### config.mk
export PLATFORM = sky130hd
export DESIGN_NAME = mem_arbiter
export DESIGN_NICKNAME = d
export VERILOG_FILES = /design/src/rtl/mem_arbiter.sv
export SDC_FILE = /design/constraint.sdc
export NUM_CORES = 1
export LEC_CHECK = 0
export ABC_AREA = 1
export CAP_MARGIN = 20
export CORE_AREA = 2 2 159 161
export DETAILED_ROUTE_END_ITERATION = 10
export DIE_AREA = 0 0 161 163
export GPL_TIMING_DRIVEN = 0
export PLACE_DENSITY = 0.8
export SETUP_SLACK_MARGIN = 0.4
export SYNTH_ARGS = -nofsm -noshare
export SYNTH_HDL_FRONTEND = slang
export SYNTH_SLANG_ARGS = --single-unit
export TNS_END_PERCENT = 100
### constraint.sdc
create_clock -name clk -period 4.6 [get_ports clk]
set_input_delay 0.69 -clock clk [delete_from_list [all_inputs] [get_ports clk]]
set_output_delay 0.69 -clock clk [all_outputs]
set_load 0.005 [all_outputs]
### src/rtl/mem_arbiter.sv
`default_nettype none
// ============================================================================
// Module   : mem_arbiter
// Summary  : Round-robin arbiter and burst sequencer. It shares one
//            single-port memory among NREQ requesters, issuing either a
//            strided read burst of 1..4 beats or a single-word write.
// Revision : 1.0 - initial release
// ============================================================================
module mem_arbiter #(
    parameter int NREQ   = 4,
    parameter int STRIDE = 4
) (
    input  logic                 clk,
    input  logic                 rst,
    input  logic [NREQ-1:0]      req,
    input  logic [NREQ-1:0]      we,
    input  logic [NREQ*32-1:0]   adr,
    input  logic [NREQ*32-1:0]   wdata,
    input  logic [NREQ*2-1:0]    len,
    output logic [NREQ-1:0]      gnt,
    output logic [NREQ-1:0]      rvalid,
    output logic [NREQ-1:0]      done,
    output logic [31:0]          rdata,
    output logic [31:0]          mem_adr,
    output logic [31:0]          mem_in,
    output logic                 mem_we,
    input  logic [31:0]          mem_out
);

    localparam int          c_GW     = (NREQ > 1) ? $clog2(NREQ) : 1;
    localparam logic [31:0] c_STRIDE = 32'(STRIDE);
    localparam logic [31:0] c_NREQ   = 32'(NREQ);

    typedef enum logic [0:0] {
        S_IDLE = 1'b0,
        S_BUSY = 1'b1
    } state_t;

    state_t          r_state, w_state_nxt;
    logic [c_GW-1:0] r_ptr, w_ptr_nxt;
    logic [1:0]      r_beat, w_beat_nxt;
    logic [1:0]      r_last, w_last_nxt;
    logic [31:0]     r_base, w_base_nxt;
    logic [31:0]     r_wdata, w_wdata_nxt;
    logic            r_we, w_we_nxt;
    logic [NREQ-1:0] r_gnt, w_gnt_nxt;
    logic [NREQ-1:0] r_rvalid, w_rvalid_nxt;
    logic [NREQ-1:0] r_done, w_done_nxt;
    logic [31:0]     r_rdata, w_rdata_nxt;

    logic            w_any;
    logic [c_GW-1:0] w_win;
    logic [c_GW-1:0] w_idx;
    logic [31:0]     w_sum;
    logic [c_GW-1:0] w_ptr_inc;
    logic            w_busy;
    logic [31:0]     w_beat_adr;

    // Round-robin search: walk downward so the candidate closest to the
    // pointer is assigned last and therefore wins.
    always_comb begin
        w_any = 1'b0;
        w_win = '0;
        w_sum = '0;
        w_idx = '0;
        for (int i = NREQ - 1; i >= 0; i--) begin
            w_sum = 32'(r_ptr) + 32'(i);
            w_idx = c_GW'(w_sum % c_NREQ);
            if (req[w_idx]) begin
                w_any = 1'b1;
                w_win = w_idx;
            end
        end
    end

    // Pointer moves one past the winner, wrapping at NREQ.
    assign w_ptr_inc  = ((32'(w_win) + 32'd1) == c_NREQ) ? '0 : w_win + 1'b1;

    assign w_busy     = (r_state == S_BUSY);
    assign w_beat_adr = r_base + (32'(r_beat) * c_STRIDE);

    // Memory port is quiet outside BUSY; a write is never issued under reset.
    assign mem_adr = w_busy ? w_beat_adr : '0;
    assign mem_in  = w_busy ? r_wdata : '0;
    assign mem_we  = w_busy & r_we & ~rst;

    assign gnt    = r_gnt;
    assign rvalid = r_rvalid;
    assign done   = r_done;
    assign rdata  = r_rdata;

    // Next-state and registered-output logic of the IDLE/BUSY sequencer.
    always_comb begin
        w_state_nxt  = r_state;
        w_ptr_nxt    = r_ptr;
        w_beat_nxt   = r_beat;
        w_last_nxt   = r_last;
        w_base_nxt   = r_base;
        w_wdata_nxt  = r_wdata;
        w_we_nxt     = r_we;
        w_gnt_nxt    = r_gnt;
        w_rvalid_nxt = '0;
        w_done_nxt   = '0;
        w_rdata_nxt  = r_rdata;
        case (r_state)
            S_IDLE: begin
                if (w_any) begin
                    w_state_nxt      = S_BUSY;
                    w_ptr_nxt        = w_ptr_inc;
                    w_base_nxt       = adr[32*w_win +: 32];
                    w_wdata_nxt      = wdata[32*w_win +: 32];
                    w_we_nxt         = we[w_win];
                    w_last_nxt       = we[w_win] ? 2'd0 : len[2*w_win +: 2];
                    w_beat_nxt       = 2'd0;
                    w_gnt_nxt        = '0;
                    w_gnt_nxt[w_win] = 1'b1;
                end
            end
            S_BUSY: begin
                // r_gnt is the one-hot of the current owner.
                if (!r_we) begin
                    w_rdata_nxt  = mem_out;
                    w_rvalid_nxt = r_gnt;
                end
                if (r_beat == r_last) begin
                    w_state_nxt = S_IDLE;
                    w_gnt_nxt   = '0;
                    w_done_nxt  = r_gnt;
                end else begin
                    w_beat_nxt = r_beat + 2'd1;
                end
            end
            default: begin
                w_state_nxt = S_IDLE;
            end
        endcase
    end

    // State register; reset abandons any burst without signalling done.
    always_ff @(posedge clk) begin
        if (rst) begin
            r_state  <= S_IDLE;
            r_ptr    <= '0;
            r_beat   <= 2'd0;
            r_last   <= 2'd0;
            r_base   <= '0;
            r_wdata  <= '0;
            r_we     <= 1'b0;
            r_gnt    <= '0;
            r_rvalid <= '0;
            r_done   <= '0;
            r_rdata  <= '0;
        end else begin
            r_state  <= w_state_nxt;
            r_ptr    <= w_ptr_nxt;
            r_beat   <= w_beat_nxt;
            r_last   <= w_last_nxt;
            r_base   <= w_base_nxt;
            r_wdata  <= w_wdata_nxt;
            r_we     <= w_we_nxt;
            r_gnt    <= w_gnt_nxt;
            r_rvalid <= w_rvalid_nxt;
            r_done   <= w_done_nxt;
            r_rdata  <= w_rdata_nxt;
        end
    end

endmodule
`default_nettype wire
==> summary.txt <==
Timing
  • Worst-Margin Slew: 0.805 ns
  • Worst Skew: 0.00847 ns
  • Max_slew headroom: 0.463
  • Fmax: 253 MHz
  • Final period util: 0.858
  • Final Hold Viols: 0
  • Final setup viols: 0
  • Worst setup margin: 0.654 ns
  • Pins over their slew limit: 0
  • Min Tclk post-route: 3.95 ns
  • RSZ-0062 raised after global routing: false
  • TNS Setup: 0 ns

Run
  • Max cap viols: 0

Worst setup path
  • Family with the most delay on the worst path: simple AND/OR/NAND/NOR gates
  • Max stage delay cell, worst path: clkdlybuf4s50_1
  • Crit path buf inv count: 1
  • R2R setup slack: 2.03 ns
  • Startpoint types: flip-flop
  • Worst Path Required: 3.91 ns
  • FF-to-FF path depth: 15
  • CP max FO: 5
  • Arrival @ worst endpoint: 3.26 ns
  • Crit. End Element: primary output
  • Reg2Reg Capture Point: r_base[28]$_SDFFE_PP0P_
  • Crit path kind: flip-flop to primary output
  • Crit-path cells: ha_1 -> fa_1 -> nand2_1 -> nor2_4 -> nand2_1 -> nor2_2 -> nand2_2 -> nor2_2 -> nand2_2 -> nor3_4 -> nand3_2 -> nor2_1 -> nor2_1 -> nor2_2 -> clkdlybuf4s50_1
  • Crit-path max cell delay: 0.52 ns
  • R2R Path Start: r_ptr[0]$_SDFFE_PP0P_
  • Top cell by count, worst path: nor2_2

Yosys
  • Register area share after synthesis: 0.292
  • Synthesized area: 7950 um2
  • Syn Nets: 1613
  • Fraction of registers with async set/reset: 0
  • Syn Area/Cell: 6.12 um2
  • Primary FF master, synth: dfxtp_1
  • Number of synthesized flops with an enable pin: 0
  • Yosys warns: 0
  • Post-Syn Instances: 1300
  • Yosys cell types: 39
  • Seq cells post-synth: 116

Power and ir drop
  • Static leakage: 5.86 nW
  • Clock power share: 0.155
  • Pint: 4.50 mW
  • Power Density: 670 nW/um2
  • Switch share: 0.489
  • Worst VDD drop: 400 uV
  • Net Sw Power: 4.29 mW
  • Share of power burned in registers: 0.187
  • Comb pwr share: 0.658

Outcome
  • Status: finished, final reports clean

Placed design
  • GP Congestion: 0.911
  • Hpwl dp: 28100 um
  • IO Port Bufs: 414
  • Pre-CTS WS: 0.960 ns
  • DP Cell Count: 2044

Routing
  • Final WL: 35500 um
  • Drt first pass iters: 5
  • Vias post-DR: 10.2k
  • First DRT Iteration DRCs: 734
  • Vias per inst: 4.92
  • DRC Markers: 0
  • WL/cell: 17.1 um
  • Detail Route Antenna Nets: 0

Floorplanning
  • Chip Width: 161 um
  • Starting utilization of the core area: 0.322
  • Die Y-Extent: 163 um
  • Die area: 26200 um2
  • Row count: 58
  • Placeable Area: 24700 um2
  • IO Count: 415

Finish
  • Diodes inserted: 0
  • Most common cell after layout, fill and taps aside: clkdlybuf4s50_1
  • Share of post-route cells with drive strength above 1: 0.0871
  • Nets: 2046
  • Fillers: 2433
  • Most frequent cells in the layout: clkdlybuf4s50_1 (414), nor2_1 (316), nand2_1 (176), inv_1 (149), dfxtp_1 (115)
  • Final core occ: 0.532
  • Post-Layout Cell Count: 2076
  • Layout area overhead: 65.0%

Worst hold path
  • Hold depth: 2
  • Hold Path End: r_last[0]$_SDFFE_PP0P_
  • Hold_sp: r_last[0]$_SDFFE_PP0P_
  • HP Class: flip-flop to flip-flop

Global routing
  • GRT Residual Overflow: 0
  • Largest net degree at the start of global routing: 17
  • GRT Util Overall: 0.261
  • Vias in the first global route: 10.0k
  • First-pass GRT wire length: 53100 um
  • Initial antenna violation count: 0

Clocking
  • Clk sinks: 116
  • Num CTS Buffers: 17
  • TritonCTS clock tree: yes
  • CTS Root Cell: clkbuf_16
  • Clock transition at the registers of the reported paths: 0.06 ns
  • H-tree Lvls: 4
  • Clock latency at the later pin of the worst-skew pair: 0.42 ns
  • Longest Clk Path Bufs: 2
[metrics by stage]
step | total power, mW | hold slack [ns] | cell area (um2)
floorplan | 5.20 | 0.457 | 7950
global placement | 7.32 | 0.467 | 12500
detailed placement | 7.43 | 0.472 | 12500
CTS | 8.82 | 0.482 | 13100
global route | 9.53 | 0.508 | 13100
finish | 8.79 | 0.480 | 13100
[power by group through the flow]
stage / Combinational, mW / Clock (mW) / Sequential [mW]
floorplan: 3.60 / 0 / 1.61
global placement: 5.68 / 0 / 1.63
detailed placement: 5.78 / 0 / 1.65
CTS: 5.80 / 1.38 / 1.63
global route: 6.42 / 1.43 / 1.68
finish: 5.79 / 1.36 / 1.64
[area by class of cell]
cell class | instances | area [um2] | area share
well taps | 330 | 413 | 0.0315
inverters | 154 | 581 | 0.0442
clock buffers | 17 | 425 | 0.0324
flip-flops and latches | 116 | 2320 | 0.177
plain buffers | 83 | 472 | 0.0359
repair buffers | 414 | 4140 | 0.316
multi-input cells | 947 | 4590 | 0.350
clock inverters | 15 | 170 | 0.0130
[what timing repair did]
item,in CTS,in global routing
gates resized for setup,0,6
endpoints found under the setup margin,0,3
hold buffers,0,0
buffers inserted,0,0
[registers in the layout (all words and copies together) (netlist names)]
| name | cells |
|---|---|
| r_we | 1 |
| rvalid | 4 |
| r_wdata | 32 |
| gnt | 4 |
| r_state | 1 |
| r_ptr | 2 |
| r_base | 32 |
| r_last | 2 |
| rdata | 32 |
| done | 4 |
| r_beat | 2 |
[layer usage]
layer | routed length, um | track usage
met5 | 0 | 0
met4 | 1410 | 0.115
met3 | 2800 | 0.0665
met2 | 17500 | 0.464
met1 | 13800 | 0.296
[worst register-to-register path: stages, from the launching register on]
cell and delay, ns:
dfxtp_1 0.33, buf_6 0.14, inv_4 0.07, nand2_1 0.08, nand3_1 0.08, nand2_1 0.09, inv_2 0.07, nand2_1 0.08
nor2_1 0.04, nand3_1 0.06, nand2_1 0.16, inv_2 0.19, buf_1 0.63, nand3_1 0.32, nand2_1 0.12, inv_1 0.04
[synthesized netlist by cell type, types with 3 or more instances]
cell      number  share of area
nor2_1       317           0.15
nand2_1      178          0.084
inv_1        149          0.070
dfxtp_1      116           0.29
nand3_1       92          0.058
o21ai_0       70          0.044
o211ai_1      65          0.061
a21oi_1       45          0.028
o21ai_1       43          0.027
or2_2         43          0.034
clkbuf_1      31          0.015
buf_2         27          0.017
or2_1         25          0.020
buf_6         13          0.018
nor3_1        12         0.0076
nand4_1       10         0.0079
nor4_1         7         0.0055
buf_4          6         0.0057
ha_1           6         0.0094
xor2_1         6         0.0066
clkbuf_2       5         0.0031
nand2_2        5         0.0039
inv_2          4         0.0019
a31oi_1        3         0.0024
nor2_2         3         0.0024
xnor2_1        3         0.0033
[worst max path at each step]
stage	start	end	slack [ns]	depth (start not counted)
6_report	r_beat[0]$_SDFFE_PP0P_	mem_adr[22]	0.65	15
5_1_grt	r_beat[0]$_SDFFE_PP0P_	mem_adr[22]	0.39	15
4_1_cts	r_beat[0]$_SDFFE_PP0P_	mem_adr[22]	0.51	15
3_5_place_dp	r_beat[0]$_SDFFE_PP0P_	mem_adr[22]	0.96	15
3_3_place_gp	r_beat[0]$_SDFFE_PP0P_	mem_adr[22]	1.0	15
2_1_floorplan	r_beat[0]$_SDFFE_PP0P_	mem_adr[22]	1.93	14
[cells by family after synthesis]
group | share of synthesized area
compound gates | 0.166
flops | 0.292
buf+inv | 0.132
xor+xnor | 0.00992
fa+ha+maj | 0.0120
simple gates | 0.388
Note: power is estimated with default switching activity, not from simulation.
==> variant 1 (same settings) <==
`NREQ`: 4 -> 2.
--- a/src/rtl/mem_arbiter.sv
+++ b/src/rtl/mem_arbiter.sv
@@ -7,7 +7,7 @@
 // Revision : 1.0 - initial release
 // ============================================================================
 module mem_arbiter #(
-    parameter int NREQ   = 4,
+    parameter int NREQ   = 2,
     parameter int STRIDE = 4
 ) (
     input  logic                 clk,
Interface: changed (8 resized); port bits go from 415 to 273. The function was not compared with the original's and may differ.
==> variant 1 against the unedited design <==
Critical path type unchanged; worst setup slack gained 0.23 ns; synthesized area fell by 28%; final area fell by 30%; global-route usage is 9.4 points lower; largest cell class is now multi-input gates; sequential cell count shrank 7; highest routed layer unchanged; power down 71%; utilization down 16 points; count of clock-buffer cells in the layout is 8 lower; sequential power fell by 33%; wire length fell by 36%; clock power shrank 39%; largest power group is now sequential cells; non-clock buffer count fell by 170; sequential share of layout area rose by 6.0 points.
==> variant 1: results <==
set metrics [dict create \
    reg2reg_slack_ns 2.84 \
    fin_crit_sh_pct 80.69 \
    holdCritStartpoint "r_wdata[2]$_SDFFE_PP0P_" \
    wl_per_cell_um 14.44 \
    io_buffers 272 \
    ir_drop_mv 0.2287 \
    crit_slowest_cell "nor3_1" \
    worstSkewPairLatency_ns 0.35 \
    clk_pin_slew_worst_paths_ns 0.08 \
    dp_hpwl_um 18410 \
    clock_skew_ns 0.007189 \
    pg_seq_mw 1.10 \
    drive_gt1_share_pct 3.373 \
    fillers 2634 \
    tightest_slew_ns 0.7711 \
    cts_buffers 9 \
    yosys-top-cells-count "272 x nor2_1, 222 x nand2_1, 109 x dfxtp_1" \
    r2r-end "r_we$_SDFFE_PP0P_" \
    ys_top_cells_by_area "dfxtp_1 38%, nor2_1 18%, nand2_1 14%, a21oi_1 6.8%, o21ai_0 6.7%" \
    ys_types 22 \
    synth_compound_area_share_pct 16.50 \
    reg2reg_depth 7 \
    vias 6988 \
    endpoint "mem_adr[16]" \
    synthAdderAreaFrac_pct 0.7816 \
    power_density_nw_per_um2 280.8 \
    placed_area_um2 8899 \
    outcome "complete, no violations" \
    grt_use_total_pct 16.68 \
    crit_arrival_ns 3.02 \
    holdPathEnd "r_wdata[2]$_SDFFE_PP0P_" \
]
[variant 1: cell count changes in the layout (fill, tap and decap cells not counted), sizes merged, moves of 33 or more]
cell | unedited run | this run
clkdlybuf4s50 | 414 | 272
nand3 | 95 | 23
inv | 160 | 75
nand2 | 186 | 222
a21oi | 45 | 78
nor2 | 320 | 272
or2 | 68 | 0
o211ai | 65 | 0
[variant 1: cell type report]
type / count / area [um2] / share of cell area, %
timing repair buffer: 272 / 2723 / 29.58
tap: 330 / 412.9 / 4.486
clock buffer: 9 / 225.2 / 2.447
clock inverter: 7 / 81.33 / 0.8835
inverter: 72 / 270.3 / 2.936
sequential: 109 / 2182 / 23.71
multi-input combinational: 721 / 3059 / 33.23
buffer: 55 / 251.5 / 2.732
[variant 1: metal layers]
metal  global-route usage (%)  up-vias  part of all wire (%)
li1                         -     3571                     -
met3                    4.635       29                   8.0
met4                    5.560        0                   2.2
met2                    29.44      252                    49
met1                    19.51     3136                    41
met5                        0        -                     0
==> variant 2 (same settings) <==
Made on the original files. Make the reset (`rst`) asynchronous in one clocked block.
--- a/src/rtl/mem_arbiter.sv
+++ b/src/rtl/mem_arbiter.sv
@@ -137,7 +137,7 @@
     end
 
     // State register; reset abandons any burst without signalling done.
-    always_ff @(posedge clk) begin
+    always_ff @(posedge clk or posedge rst) begin
         if (rst) begin
             r_state  <= S_IDLE;
             r_ptr    <= '0;
Function: differs if rst is asserted again (counterexample within 4 cycles, from zero or initial values and one cycle with rst high); with rst held inactive, the same outputs for 4 cycles.
==> variant 2 against the unedited design <==
Worst setup slack worse by 0.015 ns; worst hold slack gained 0.0022 ns; highest routed layer unchanged; wire length is 6.6% higher; first-iteration DRC count rose by 16%; sequential cell count is the same; synthesized area up 9.1%; via count grew 2.3%; final area grew 5.7%; register-to-register slack worse by 0.09 ns; largest power group unchanged; power up 23%; sequential power is 17% higher.
==> variant 2: results <==
set metrics [dict create \
    ir_drop_mv 0.3896 \
    fin_crit_ns 3.961 \
    power_density_nw_per_um2 780.8 \
    ys_seq_area_share_pct 33.46 \
    critical_path_buf_inv_count 2 \
    ys_top_cells_by_area "dfrtp_1 33%, nand2_1 21%, inv_1 9.1%, nand3b_1 5.7%, nand3_1 5.5%" \
    ys_types 30 \
    dr.pass1.iters 7 \
    slowest_delay_ns 0.57 \
    critPathLaunch "r_beat[0]$_DFFE_PP0P_" \
    synth_cells 1363 \
    drt-initial-drc-count 853 \
    clock_skew_ns 0.01309 \
    syn-num-nets 1676 \
    holdCritStartpoint "r_wdata[15]$_DFFE_PP0P_" \
    holdWs_ns 0.4820 \
    p_switching_mw 5.523 \
    cts_buffer_depth 2 \
    crit_arrival_ns 3.27 \
    place_congestion 0.9184 \
    holdPathEnd "r_wdata[15]$_DFFE_PP0P_" \
    outcome "complete, no violations" \
    pg_seq_mw 1.92 \
    reg2reg_depth 13 \
    reg2reg_slack_ns 1.94 \
    wl_um 37780 \
    drive_gt1_share_pct 6.243 \
    clockPowerShare_pct 12.6 \
    vias 10450 \
    endpoint "mem_adr[20]" \
    tightest_slew_ns 0.7912 \
    yosys-top-cells-count "496 x nand2_1, 211 x inv_1, 116 x dfrtp_1" \
    cts_max_level 4 \
    grt_use_total_pct 28.32 \
    r2r-start "r_ptr[0]$_DFFE_PP0P_" \
    grt_pass1_wl_um 56830 \
    cts_root_buffer "clkbuf_16" \
    synthArstFlopShare_pct 100.0 \
    dp_hpwl_um 29860 \
    worstSkewPairLatency_ns 0.43 \
    pre_cts_slack_ns 1.034 \
    r2r-end "r_base[5]$_DFFE_PP0P_" \
    n_antenna_cell 0 \
    power.leakage_nw 6.870 \
    via_per_inst 4.884 \
    final_antenna_net_count 0 \
    grt_max_degree 67 \
    placed_area_um2 13270 \
]
-- variant 2: cell families (layout without fill, tap and decap cells) --
kind of cell,after synthesis,in the layout,share of synthesized area (%)
muxes,32,32,4.153
xor gates and xnor gates,15,15,1.514
buffers and inverters,291,738,13.87
DFF,116,116,33.46
AOI/OAI and AO/OA,102,102,6.057
adders and majority gates,7,7,1.096
and+or+nand+nor,800,800,39.85
-- variant 2: what timing repair did --
| action | 4_1_cts | 5_1_grt |
|---|---|---|
| resized for setup | 0 | 2 |
| hold buffers | 0 | 0 |
| endpoints found under the setup margin | 0 | 4 |
-- variant 2: layout make-up --
type,instances,area [um2]
multi-input cells,956,4578
flip-flops and latches,116,2903
repair buffers,415,4172
clock buffers,17,425.4
clock inverters,15,167.7
well taps,330,412.9
fillers,2398,10810
inverters,216,815.8
plain buffers,75,392.9
-- variant 2: metal layers --
metal	GRT usage, %	wire length (um)	vias up
met2	47.80	18090	467
met3	4.736	2510	63
li1	-	-	5061
met1	37.07	16230	4860
met5	0	0	-
met4	9.091	949	0
